**src/rtl/serial_adder_ctrl_pkg.sv**
```systemverilog
// Shared definitions for the bit-serial adder controller: state encoding and
// the bit-counter width helper.
package serial_adder_ctrl_pkg;

    localparam logic [1:0] IDLE = 2'd0;
    localparam logic [1:0] RUN  = 2'd1;
    localparam logic [1:0] DONE = 2'd2;

    // Bit counter width for a given operand width; never narrower than 1 bit.
    function automatic int cnt_width(input int width);
        return (width > 2) ? $clog2(width) : 1;
    endfunction

endpackage

```
**src/rtl/serial_adder_ctrl_full_adder.sv**
```systemverilog
// Single-bit full adder used as the arithmetic core of the serial adder.
module full_adder (
    input  logic a,
    input  logic b,
    input  logic cin,
    output logic sum,
    output logic cout
);

    assign sum  = a ^ b ^ cin;
    assign cout = (a & b) | (a & cin) | (b & cin);

endmodule

```
**src/rtl/serial_adder_ctrl.sv**
```systemverilog
// Bit-serial adder: one full adder plus a carry flop, LSB first, with a
// valid/ready handshake on both the operand and the result side.
module serial_adder_ctrl
    import serial_adder_ctrl_pkg::*;
#(
    parameter int WIDTH = 8
) (
    input  logic             clk,
    input  logic             rst_n,
    input  logic             in_valid,
    output logic             in_ready,
    input  logic [WIDTH-1:0] a,
    input  logic [WIDTH-1:0] b,
    input  logic             cin,
    output logic             out_valid,
    input  logic             out_ready,
    output logic [WIDTH-1:0] sum,
    output logic             cout,
    output logic             busy
);

    localparam int CW = cnt_width(WIDTH);
    localparam logic [CW-1:0] LAST_CNT = CW'(WIDTH - 1);

    logic [1:0]       state_reg;
    logic [WIDTH-1:0] a_sh_reg;
    logic [WIDTH-1:0] b_sh_reg;
    logic [WIDTH-1:0] sum_sh_reg;
    logic             carry_reg;
    logic [CW-1:0]    cnt_reg;
    logic             fa_sum;
    logic             fa_cout;

    full_adder u_fa (
        .a    (a_sh_reg[0]),
        .b    (b_sh_reg[0]),
        .cin  (carry_reg),
        .sum  (fa_sum),
        .cout (fa_cout)
    );

    always_ff @(posedge clk or negedge rst_n) begin
        if (!rst_n) begin
            state_reg  <= IDLE;
            a_sh_reg   <= '0;
            b_sh_reg   <= '0;
            sum_sh_reg <= '0;
            carry_reg  <= 1'b0;
            cnt_reg    <= '0;
        end else begin
            case (state_reg)
                IDLE: begin
                    // Operands are only captured here, so X on a/b while idle never reaches the datapath.
                    if (in_valid) begin
                        a_sh_reg  <= a;
                        b_sh_reg  <= b;
                        carry_reg <= cin;
                        cnt_reg   <= '0;
                        state_reg <= RUN;
                    end
                end
                RUN: begin
                    a_sh_reg   <= a_sh_reg >> 1;
                    b_sh_reg   <= b_sh_reg >> 1;
                    sum_sh_reg <= {fa_sum, sum_sh_reg[WIDTH-1:1]};
                    carry_reg  <= fa_cout;
                    cnt_reg    <= cnt_reg + 1'b1;
                    if (cnt_reg == LAST_CNT) begin
                        state_reg <= DONE;
                    end
                end
                DONE: begin
                    if (out_ready) begin
                        state_reg <= IDLE;
                    end
                end
                default: state_reg <= IDLE;
            endcase
        end
    end

    // Handshake outputs decode registered state only.
    assign in_ready  = (state_reg == IDLE);
    assign out_valid = (state_reg == DONE);
    assign busy      = (state_reg == RUN) || (state_reg == DONE);
    assign sum       = sum_sh_reg;
    assign cout      = carry_reg;

endmodule
```
**config.mk**
```make
export PLATFORM = sky130hd
export DESIGN_NAME = serial_adder_ctrl
export DESIGN_NICKNAME = d
export VERILOG_FILES = /design/src/rtl/serial_adder_ctrl_pkg.sv /design/src/rtl/serial_adder_ctrl_full_adder.sv /design/src/rtl/serial_adder_ctrl.sv
export SDC_FILE = /design/constraint.sdc
export NUM_CORES = 1
export LEC_CHECK = 0
export BUFFER_PORTS_ARGS = -buffer_cell sky130_fd_sc_hd__buf_2
export CAP_MARGIN = 20
export CORE_MARGIN = 5
export CORE_UTILIZATION = 40
export DETAILED_ROUTE_END_ITERATION = 10
export PLACE_DENSITY = 0.69
export SLEW_MARGIN = 5
export SYNTH_ARGS = -nofsm -noshare
export SYNTH_HDL_FRONTEND = slang
export SYNTH_SLANG_ARGS = --single-unit
```
**constraint.sdc**
```tcl
create_clock -name clk -period 2.5 [get_ports clk]
set_input_delay 0.5 -clock clk [delete_from_list [all_inputs] [get_ports clk]]
set_output_delay 0.5 -clock clk [all_outputs]
set_load 0.01 [all_outputs]
```
==> flow_metrics.py, run 1 <==
metrics = {
    "final_layout": {
        "finalNonFillerCells": 202,
        "regArea_um2": 751,
        "fill_cells": 337,
        "fin_util": 0.479,
        "syn_to_final_growth_pct": 17.6,
        "drive_gt1_frac": 0.409,
        "insertedDiodeCount": 0,
        "fin_nets": 182,
        "multi_input_area_um2": 664,
    },
    "global_routing": {
        "first_global_vias": 967,
        "gr-usage-met1": 0.120,
        "grt_pass1_wl_um": 4350,
        "grt_max_degree": 34,
        "top_usage_layer": "met2",
        "grt_overflow": 0,
        "grtUsageMet2": 0.189,
        "grt_usage": 0.113,
        "antenna_found_initial": 0,
        "globalRouteMet3Util": 0.0497,
    },
    "detailed_routing": {
        "num_vias": 969,
        "firstDrtPassIters": 2,
        "wirelength_um": 2560,
        "drc": 0,
        "wl_per_cell_um": 12.7,
        "ant_nets": 0,
        "via_per_inst": 4.80,
        "drtIter0Drc": 29,
    },
    "die": {
        "core_mm2": 0.00363,
        "dieArea_mm2": 0.00502,
        "initial_core_util": 0.408,
        "rows": 22,
        "die_y_um": 70.9,
        "dieWidth_um": 70.9,
        "ios": 33,
    },
    "timing": {
        "max_slew.worst_pin.slew_ns": 0.650,
        "setup_viol": 0,
        "slew_headroom": 0.567,
        "finalSetupTns_ns": 0,
        "max_freq_mhz": 527,
        "hold_viol_final": 0,
        "skew_ns": 0.00341,
        "fin_crit_sh": 0.758,
        "rsz0062_at_grt": "no",
        "drv_slew": 0,
        "post-route-min-period_ns": 1.90,
    },
    "clock_tree": {
        "post_cts_buffers": 0,
        "htreeDepth": 2,
        "clock_path_buffers": 2,
        "hold_buffers": 0,
        "post_cts_resized": 0,
        "clock_sinks": 30,
        "cts-root-buf": "clkbuf_8",
        "worstSkewPairLatency_ns": 0.27,
        "cts_buffers": 5,
        "clk_pin_slew_ns": 0.06,
        "cts_tree": "built",
    },
    "critical_path": {
        "crit_arrival_ns": 1.40,
        "crit-reg2reg-launch": "state_reg[1]",
        "cp-start-kind": "register",
        "reg2reg_depth": 4,
        "crit_path_max_fanout": 9,
        "cp-end-kind": "primary output",
        "required_ns": 2.00,
        "r2r-end": "sum[0]",
        "crit_type": "reg2out",
        "rrSetupSlack_ns": 0.65,
        "cp-startpoint": "state_reg[1]",
        "endpoint": "in_ready",
    },
    "place": {
        "portBuffers": 32,
        "hpwl_um": 1920,
        "place.gp.congestion": 0.742,
        "post-place-cells": 195,
    },
    "power_and_ir_drop": {
        "pwr-share-seq": 0.374,
        "leakage_nw": 0.833,
        "p_int_w": 0.00144,
        "clock_power_share": 0.152,
        "p_switching_w": 0.000871,
        "combPwrFrac": 0.474,
        "swShare": 0.377,
        "irDropWorstVdd_mv": 0.415,
        "p_per_area_mw_per_mm2": 1330,
    },
    "status": {
        "outcome": "complete, no violations",
    },
    "synth": {
        "synth_fp_nets": 147,
        "synth_area_mm2": 0.00148,
        "yosysWarningCount": 0,
        "syn_avg_cell_area_um2": 12.4,
        "synthCells": 119,
        "ys_ff_latch": 30,
        "synth-seq-area-share": 0.507,
        "ys_types": 20,
    },
    "min_path": {
        "hold_path.class": "in2async",
    },
    "run": {
        "drv_cap": 0,
    },
}
kinds of logic after synthesis:
| family | count (synthesis) | synth area share |
|---|---|---|
| flops | 30 | 0.507 |
| mux | 26 | 0.187 |
| compound gates | 23 | 0.121 |
| simple gates | 23 | 0.0710 |
| buf+inv | 10 | 0.0507 |
| fa+ha+maj | 7 | 0.0642 |
through the flow:
stage | power [W] | setup slack, ns | instance area, um2 | hold slack, ns
floorplan | 0.00178 | 0.891 | 1480 | 0.204
CTS | 0.00236 | 0.605 | 1740 | 0.271
detailed placement | 0.00200 | 0.652 | 1670 | 0.471
global placement | 0.00193 | 0.720 | 1670 | 0.459
global route | 0.00252 | 0.524 | 1740 | 0.303
finish | 0.00231 | 0.604 | 1740 | 0.247
final cells by class:
class	count	area share
Clock buffer	7	0.0438
Inverter	4	0.00862
Multi-Input combinational cell	79	0.381
Sequential cell	30	0.431
Tap cell	48	0.0345
Timing Repair Buffer	34	0.101
metal layers:
| metal | vias up | wire [um] |
|---|---|---|
| li1 | 488 | - |
| met4 | 0 | 60 |
| met2 | 22 | 1370 |
| met5 | - | 0 |
| met1 | 453 | 957 |
| met3 | 6 | 171 |
power by group through the flow:
stage,sequential (W),clock (W),combinational (W)
after floorplan,0.000878,0,0.000901
after global placement,0.000856,0,0.00107
after detailed placement,0.000878,0,0.00112
after CTS,0.000870,0.000366,0.00112
after global routing,0.000900,0.000382,0.00124
final,0.000864,0.000352,0.00110
worst min-delay path by stage:
stage / start / depth (start not counted) / endpoint
2_1_floorplan: rst_n / 0 / a_sh_reg[0]
3_3_place_gp: a_sh_reg[2] / 2 / a_sh_reg[2]
3_5_place_dp: a_sh_reg[3] / 2 / a_sh_reg[3]
4_1_cts: rst_n / 1 / a_sh_reg[0]
5_1_grt: rst_n / 1 / b_sh_reg[2]
6_report: rst_n / 1 / a_sh_reg[0]
synth_stat cells (all sizes together):
library cell | instances | area share
and2b | 1 | 0.0051
o21ai | 18 | 0.089
mux2 | 10 | 0.076
inv | 4 | 0.010
a32o | 2 | 0.014
a31oi | 2 | 0.0084
dfrtp | 30 | 0.51
mux2i | 16 | 0.11
nand2b | 1 | 0.0042
fa | 1 | 0.014
ha | 6 | 0.051
nor2b | 2 | 0.014
buf | 6 | 0.041
nand2 | 19 | 0.048
a221oi | 1 | 0.010
worst max-delay path, stage by stage (launching register included):
cell	delay, ns
dfrtp_1	0.40
inv_1	0.12
ha_1	0.40
buf_2	0.21
cell usage in the layout (no fill, tap or decap), types with 4 or more instances in the layout:
master and instances:
buf_2 32, dfrtp_1 30, mux2_2 10, nand2_1 19
o21ai_2 11, clkbuf_8 5, ha_1 6, inv_1 4
o21ai_1 4, mux2i_1 15
Note: power is estimated with default switching activity, not from simulation.
==> run 2: changes to the inputs <==
--- a/config.mk
+++ b/config.mk
@@ -5,6 +5,7 @@
 export SDC_FILE = /design/constraint.sdc
 export NUM_CORES = 1
 export LEC_CHECK = 0
+export ABC_AREA = 1
 export BUFFER_PORTS_ARGS = -buffer_cell sky130_fd_sc_hd__buf_2
 export CAP_MARGIN = 20
 export CORE_MARGIN = 5
==> constraint.sdc (replaced) <==
create_clock -name clk -period 1.85 [get_ports clk]
set_input_delay 0.37 -clock clk [delete_from_list [all_inputs] [get_ports clk]]
set_output_delay 0.37 -clock clk [all_outputs]
set_load 0.01 [all_outputs]
==> run 2 against run 1 <==
Routed wire length up 23%. Critical path depth unchanged. First-iteration DRC count grew 140%. Global-route usage is 2.4 points higher. Sequential power is 32% higher. Core utilization rose by 0.57 points. Combinational power increased by 15%. Synthesized cell count increased by 64%. Critical endpoint is now busy. Sequential share of layout area is 1.1 points lower. Sequential cell count stayed put.
==> flow_metrics.py, run 2 <==
metrics = {
    "final_layout": {
        "layout_common_cells": "nand2_1 (108), buf_2 (32), dfrtp_1 (30), nand3_1 (25), inv_1 (8)",
        "drive_gt1_frac": 0.194,
        "finalNonFillerCells": 275,
        "finalInstanceArea_mm2": 0.00179,
        "syn_to_final_growth_pct": 17.2,
        "fill_cells": 403,
        "final_common_cell": "nand2_1",
        "fin_nets": 256,
        "fin_util": 0.485,
        "insertedDiodeCount": 0,
    },
    "synth": {
        "synth_area_mm2": 0.00153,
        "netlist_top_cells_area": "dfrtp_1 (49%), nand2_1 (27%), nand3_1 (8.2%)",
        "synth_fp_nets": 223,
        "ys_types": 12,
        "synth_edf_count": 0,
        "synth-seq-area-share": 0.492,
        "synth_top_flop_cell": "dfrtp_1",
        "yosysMostFrequentCell": "nand2_1",
        "yosysTopAreaCellShare": 0.492,
        "ys_ff_latch": 30,
        "ys_async_sr_fraction": 1.00,
        "synth_top_cell_by_area": "dfrtp_1",
        "yosys-top-cells-count": "nand2_1 (108), dfrtp_1 (30), nand3_1 (25)",
        "yosysWarningCount": 0,
        "synthCells": 195,
        "syn_avg_cell_area_um2": 7.83,
    },
    "clock_tree": {
        "hold_buffers": 0,
        "worstSkewPairLatency_ns": 0.28,
        "cts-root-buf": "clkbuf_8",
        "cts_buffers": 5,
        "clk_pin_slew_ns": 0.06,
        "clock_path_buffers": 2,
        "cts_tree": "built",
        "post_cts_resized": 0,
        "htreeDepth": 2,
        "clock_sinks": 30,
        "post_cts_buffers": 0,
    },
    "timing": {
        "drv_slew": 0,
        "skew_ns": 0.00476,
        "hold_viol_final": 0,
        "fin_crit_sh": 0.847,
        "finalSetupTns_ns": 0,
        "max_freq_mhz": 638,
        "slew_headroom": 0.516,
        "max_slew.worst_pin.slew_ns": 0.724,
        "post-route-min-period_ns": 1.57,
        "rsz0062_at_grt": "no",
        "setup_viol": 0,
    },
    "power_and_ir_drop": {
        "irDropWorstVdd_mv": 0.772,
        "p_total_w": 0.00292,
        "p_switching_w": 0.00121,
        "leakage_nw": 1.06,
        "combPwrFrac": 0.434,
        "clock_power_share": 0.177,
        "swShare": 0.415,
        "pwr-share-seq": 0.389,
        "p_per_area_mw_per_mm2": 1630,
        "p_int_w": 0.00171,
    },
    "run": {
        "drv_cap": 0,
    },
    "critical_path": {
        "cp-end-kind": "primary output",
        "required_ns": 1.48,
        "cp-start-kind": "register",
        "reg2reg_depth": 6,
        "crit_type": "reg2out",
        "crit_arrival_ns": 1.20,
        "crit_path_max_fanout": 4,
    },
    "die": {
        "rows": 22,
        "core_mm2": 0.00369,
        "ios": 33,
        "die_y_um": 71.8,
        "dieArea_mm2": 0.00515,
        "dieWidth_um": 71.8,
        "initial_core_util": 0.414,
    },
    "status": {
        "outcome": "complete, no violations",
    },
    "place": {
        "post-place-cells": 269,
        "portBuffers": 32,
        "place_area_mm2": 0.00171,
        "place.gp.congestion": 0.766,
        "hpwl_um": 2190,
    },
    "detailed_routing": {
        "met3RoutedLength_um": 191,
        "num_vias": 1288,
        "firstDrtPassIters": 4,
        "drtIter0Drc": 69,
        "wl_per_cell_um": 11.4,
        "top_layer": "met4",
        "wirelength_um": 3140,
        "ant_nets": 0,
        "wl_met2_um": 1490,
        "drc": 0,
        "via_per_inst": 4.68,
        "met1Wirelength_um": 1440,
    },
    "global_routing": {
        "antenna_found_initial": 0,
        "grt_overflow": 0,
        "first_global_vias": 1218,
        "grt_max_degree": 31,
        "grt_pass1_wl_um": 5450,
        "grt_usage": 0.136,
    },
    "min_path": {
        "hold_path.class": "in2async",
    },
}
[run 2: stage by stage]
stage | worst slack (ns) | hold slack [ns]
after global placement | 0.343 | 0.448
after CTS | 0.264 | 0.144
after global routing | 0.0887 | 0.175
final | 0.283 | 0.124
after detailed placement | 0.275 | 0.448
after floorplan | 0.539 | 0.0744
[run 2: worst paths after layout]
kind / slack [ns] / to / start
min in group clk: 0.32 / a_sh_reg[7] / a[7]
min reg2reg: 0.47 / sum[0] / sum[0]
max: 0.28 / busy / state_reg[0]
max in group asynchronous: 1.30 / a_sh_reg[2] / rst_n
min: 0.12 / cout / rst_n
max reg2reg: 0.29 / b_sh_reg[0] / state_reg[0]
[run 2: logic make-up after synthesis]
| logic type | Yosys count | synth area share |
|---|---|---|
| compound gates | 3 | 0.00983 |
| fa+ha+maj | 7 | 0.0623 |
| buf+inv | 18 | 0.0656 |
| flops | 30 | 0.492 |
| simple gates | 137 | 0.370 |
[run 2: critical path: stages (launching register included)]
cell and delay [ns]:
dfrtp_1 0.40, inv_1 0.09, ha_1 0.30, buf_2 0.14
[run 2: cell type report]
type,instances,area [um2],area share
clock buffer,6,82.6,0.0462
inverter,8,30.0,0.0168
multi-input combinational,147,676,0.378
sequential,30,751,0.420
tap,48,60.1,0.0336
timing repair buffer,36,190,0.106
[run 2: power by group through the flow]
stage,clock [W],sequential [W],combinational [W]
floorplan,0,0.00115,0.000978
global placement,0,0.00114,0.00126
detailed placement,0,0.00115,0.00129
CTS,0.000534,0.00114,0.00130
global route,0.000564,0.00118,0.00148
finish,0.000516,0.00114,0.00127
[run 2: routing by layer]
layer / vias to the layer above / track usage
li1: 671 / -
met1: 585 / 0.161
met2: 30 / 0.228
met3: 2 / 0.0505
met4: 0 / 0.0459
met5: - / 0
==> run 3: changes to the inputs <==
==> constraint.sdc (replaced) <==
create_clock -name clk -period 1.5 [get_ports clk]
set_input_delay 0.3 -clock clk [delete_from_list [all_inputs] [get_ports clk]]
set_output_delay 0.3 -clock clk [all_outputs]
set_load 0.01 [all_outputs]
==> run 3 against run 2 <==
Sequential power rose by 23%. Setup slack got worse by 0.22 ns. Sequential share of layout area fell by 2.0 points. First-iteration DRC count fell by 49%. Routed wire length fell by 1.5%. Core utilization rose by 2.4 points. Worst hold slack got worse by 0.093 ns. Clock skew barely moved. Final area rose by 5.0%. Total power rose by 32%. Critical path depth did not move. Count of clock-buffer cells in the layout rose by 2. Critical path type unchanged. Largest cell class unchanged. Highest routed layer unchanged.
==> flow_metrics.py, run 3 (synthesis gave the netlist of run 2 again) <==
metrics = {
    "clock_tree": {
        "hold_buffers": 0,
        "htreeDepth": 2,
        "clock_path_buffers": 2,
        "cts_tree": "built",
        "worstSkewPairLatency_ns": 0.27,
        "clk_pin_slew_ns": 0.07,
        "cts_buffers": 5,
        "clock_sinks": 30,
        "cts-root-buf": "clkbuf_8",
    },
    "die": {
        "rows": 22,
        "dieWidth_um": 71.8,
        "ios": 33,
        "initial_core_util": 0.414,
        "core_mm2": 0.00369,
        "dieArea_mm2": 0.00515,
        "die_y_um": 71.8,
    },
    "critical_path": {
        "crit_type": "reg2out",
        "crit_arrival_ns": 1.14,
        "crit_path_top_delay_cell": "dfrtp_1",
        "cp-start-kind": "register",
        "cp-end-kind": "primary output",
        "reg2reg_depth": 7,
        "rrSetupSlack_ns": 0.09,
        "endpoint": "busy",
        "cp-startpoint": "state_reg[1]",
        "path_cells": "inv_2 > ha_2 > buf_2",
        "cp_slowest_stage_delay_ns": 0.40,
        "required_ns": 1.20,
        "crit-reg2reg-launch": "state_reg[0]",
        "r2r-end": "state_reg[1]",
        "crit_path_max_fanout": 3,
    },
    "place": {
        "place.gp.congestion": 0.771,
        "portBuffers": 32,
        "hpwl_um": 2260,
    },
    "timing": {
        "fin_crit_sh": 0.961,
        "drv_slew": 0,
        "post-route-min-period_ns": 1.44,
        "setup_viol": 0,
        "skew_ns": 0.00486,
        "slew_headroom": 0.745,
        "hold_viol_final": 0,
        "max_slew.worst_pin.slew_ns": 0.382,
        "max_freq_mhz": 694,
        "finalSetupTns_ns": 0,
        "rsz0062_at_grt": "no",
    },
    "final_layout": {
        "multi_input_area_um2": 681,
        "fill_cells": 402,
        "layout_common_cells": "nand2_1 (108), buf_2 (32), dfrtp_1 (30), nand3_1 (25), buf_4 (9)",
        "fin_nets": 262,
        "insertedDiodeCount": 0,
        "syn_to_final_growth_pct": 23.1,
        "final_common_cell": "nand2_1",
        "drive_gt1_frac": 0.238,
        "regArea_um2": 751,
    },
    "detailed_routing": {
        "wirelength_um": 3090,
        "ant_nets": 0,
        "via_per_inst": 4.59,
        "drtIter0Drc": 35,
        "drc": 0,
        "num_vias": 1299,
        "wl_per_cell_um": 10.9,
        "firstDrtPassIters": 4,
    },
    "global_routing": {
        "grt_pass1_wl_um": 5400,
        "first_global_vias": 1249,
        "antenna_found_initial": 0,
        "grt_max_degree": 31,
        "grt_overflow": 0,
        "grt_usage": 0.129,
    },
    "min_path": {
        "hold_path.class": "in2async",
    },
    "power_and_ir_drop": {
        "leakage_nw": 1.10,
        "p_total_w": 0.00385,
        "p_per_area_mw_per_mm2": 2050,
        "irDropWorstVdd_mv": 1.16,
    },
    "status": {
        "outcome": "complete, no violations",
    },
    "run": {
        "drv_cap": 0,
    },
}
[run 3: cell count changes in the layout (fill, tap and decap cells not counted), sizes merged]
cell    delta
buf        +6
clkbuf     +2
[run 3: report_power, final]
part | switching, W | leakage [nW] | internal (W)
clock | 0.000289 | 0.0575 | 0.000463
sequential | 0.000225 | 0.383 | 0.00118
combinational | 0.00101 | 0.664 | 0.000685
[run 3: critical path, delay by kind of cell (launching register included)]
kind,cells,cell delay [ns]
flops,1,0.40
fa+ha+maj,1,0.26
buf+inv,2,0.21
[run 3: metal layers]
metal	up-vias	track usage	wire, um
met5	-	0	0
met4	0	0.0251	8
met3	2	0.0337	162
met2	28	0.216	1410
met1	588	0.168	1510
li1	681	-	-
[run 3: what timing repair did]
action	in CTS	in global routing
resized for setup	0	4
hold endpoints to repair	0	0
endpoints found under the setup margin	0	10
buffers inserted	0	1
[run 3: worst min-delay path by stage]
stage	endpoint	slack (ns)	depth (start not counted)
after floorplan	a_sh_reg[0]	0.004	0
after global placement	sum[5]	0.33	2
after detailed placement	sum[5]	0.34	2
after CTS	sum[4]	0.05	2
after global routing	sum[4]	0.06	2
final	sum[0]	0.03	2
[run 3: cell type report]
class	count	area share
Clock buffer	8	0.0586
Inverter	8	0.0160
Multi-Input combinational cell	147	0.362
Sequential cell	30	0.399
Tap cell	48	0.0320
Timing Repair Buffer	42	0.132
[run 3: per-stage QoR]
stage / cells / cell area, um2 / hold WS, ns / setup WS, ns / utilization
floorplan: 195 / 1530 / 0.00441 / 0.189 / -
global placement: 274 / 1760 / 0.333 / 0.123 / 0.476
detailed placement: 274 / 1760 / 0.340 / 0.0922 / 0.476
CTS: 282 / 1870 / 0.0465 / 0.0231 / 0.506
global route: 283 / 1880 / 0.0629 / 0.00221 / 0.509
finish: 283 / 1880 / 0.0309 / 0.0589 / 0.509
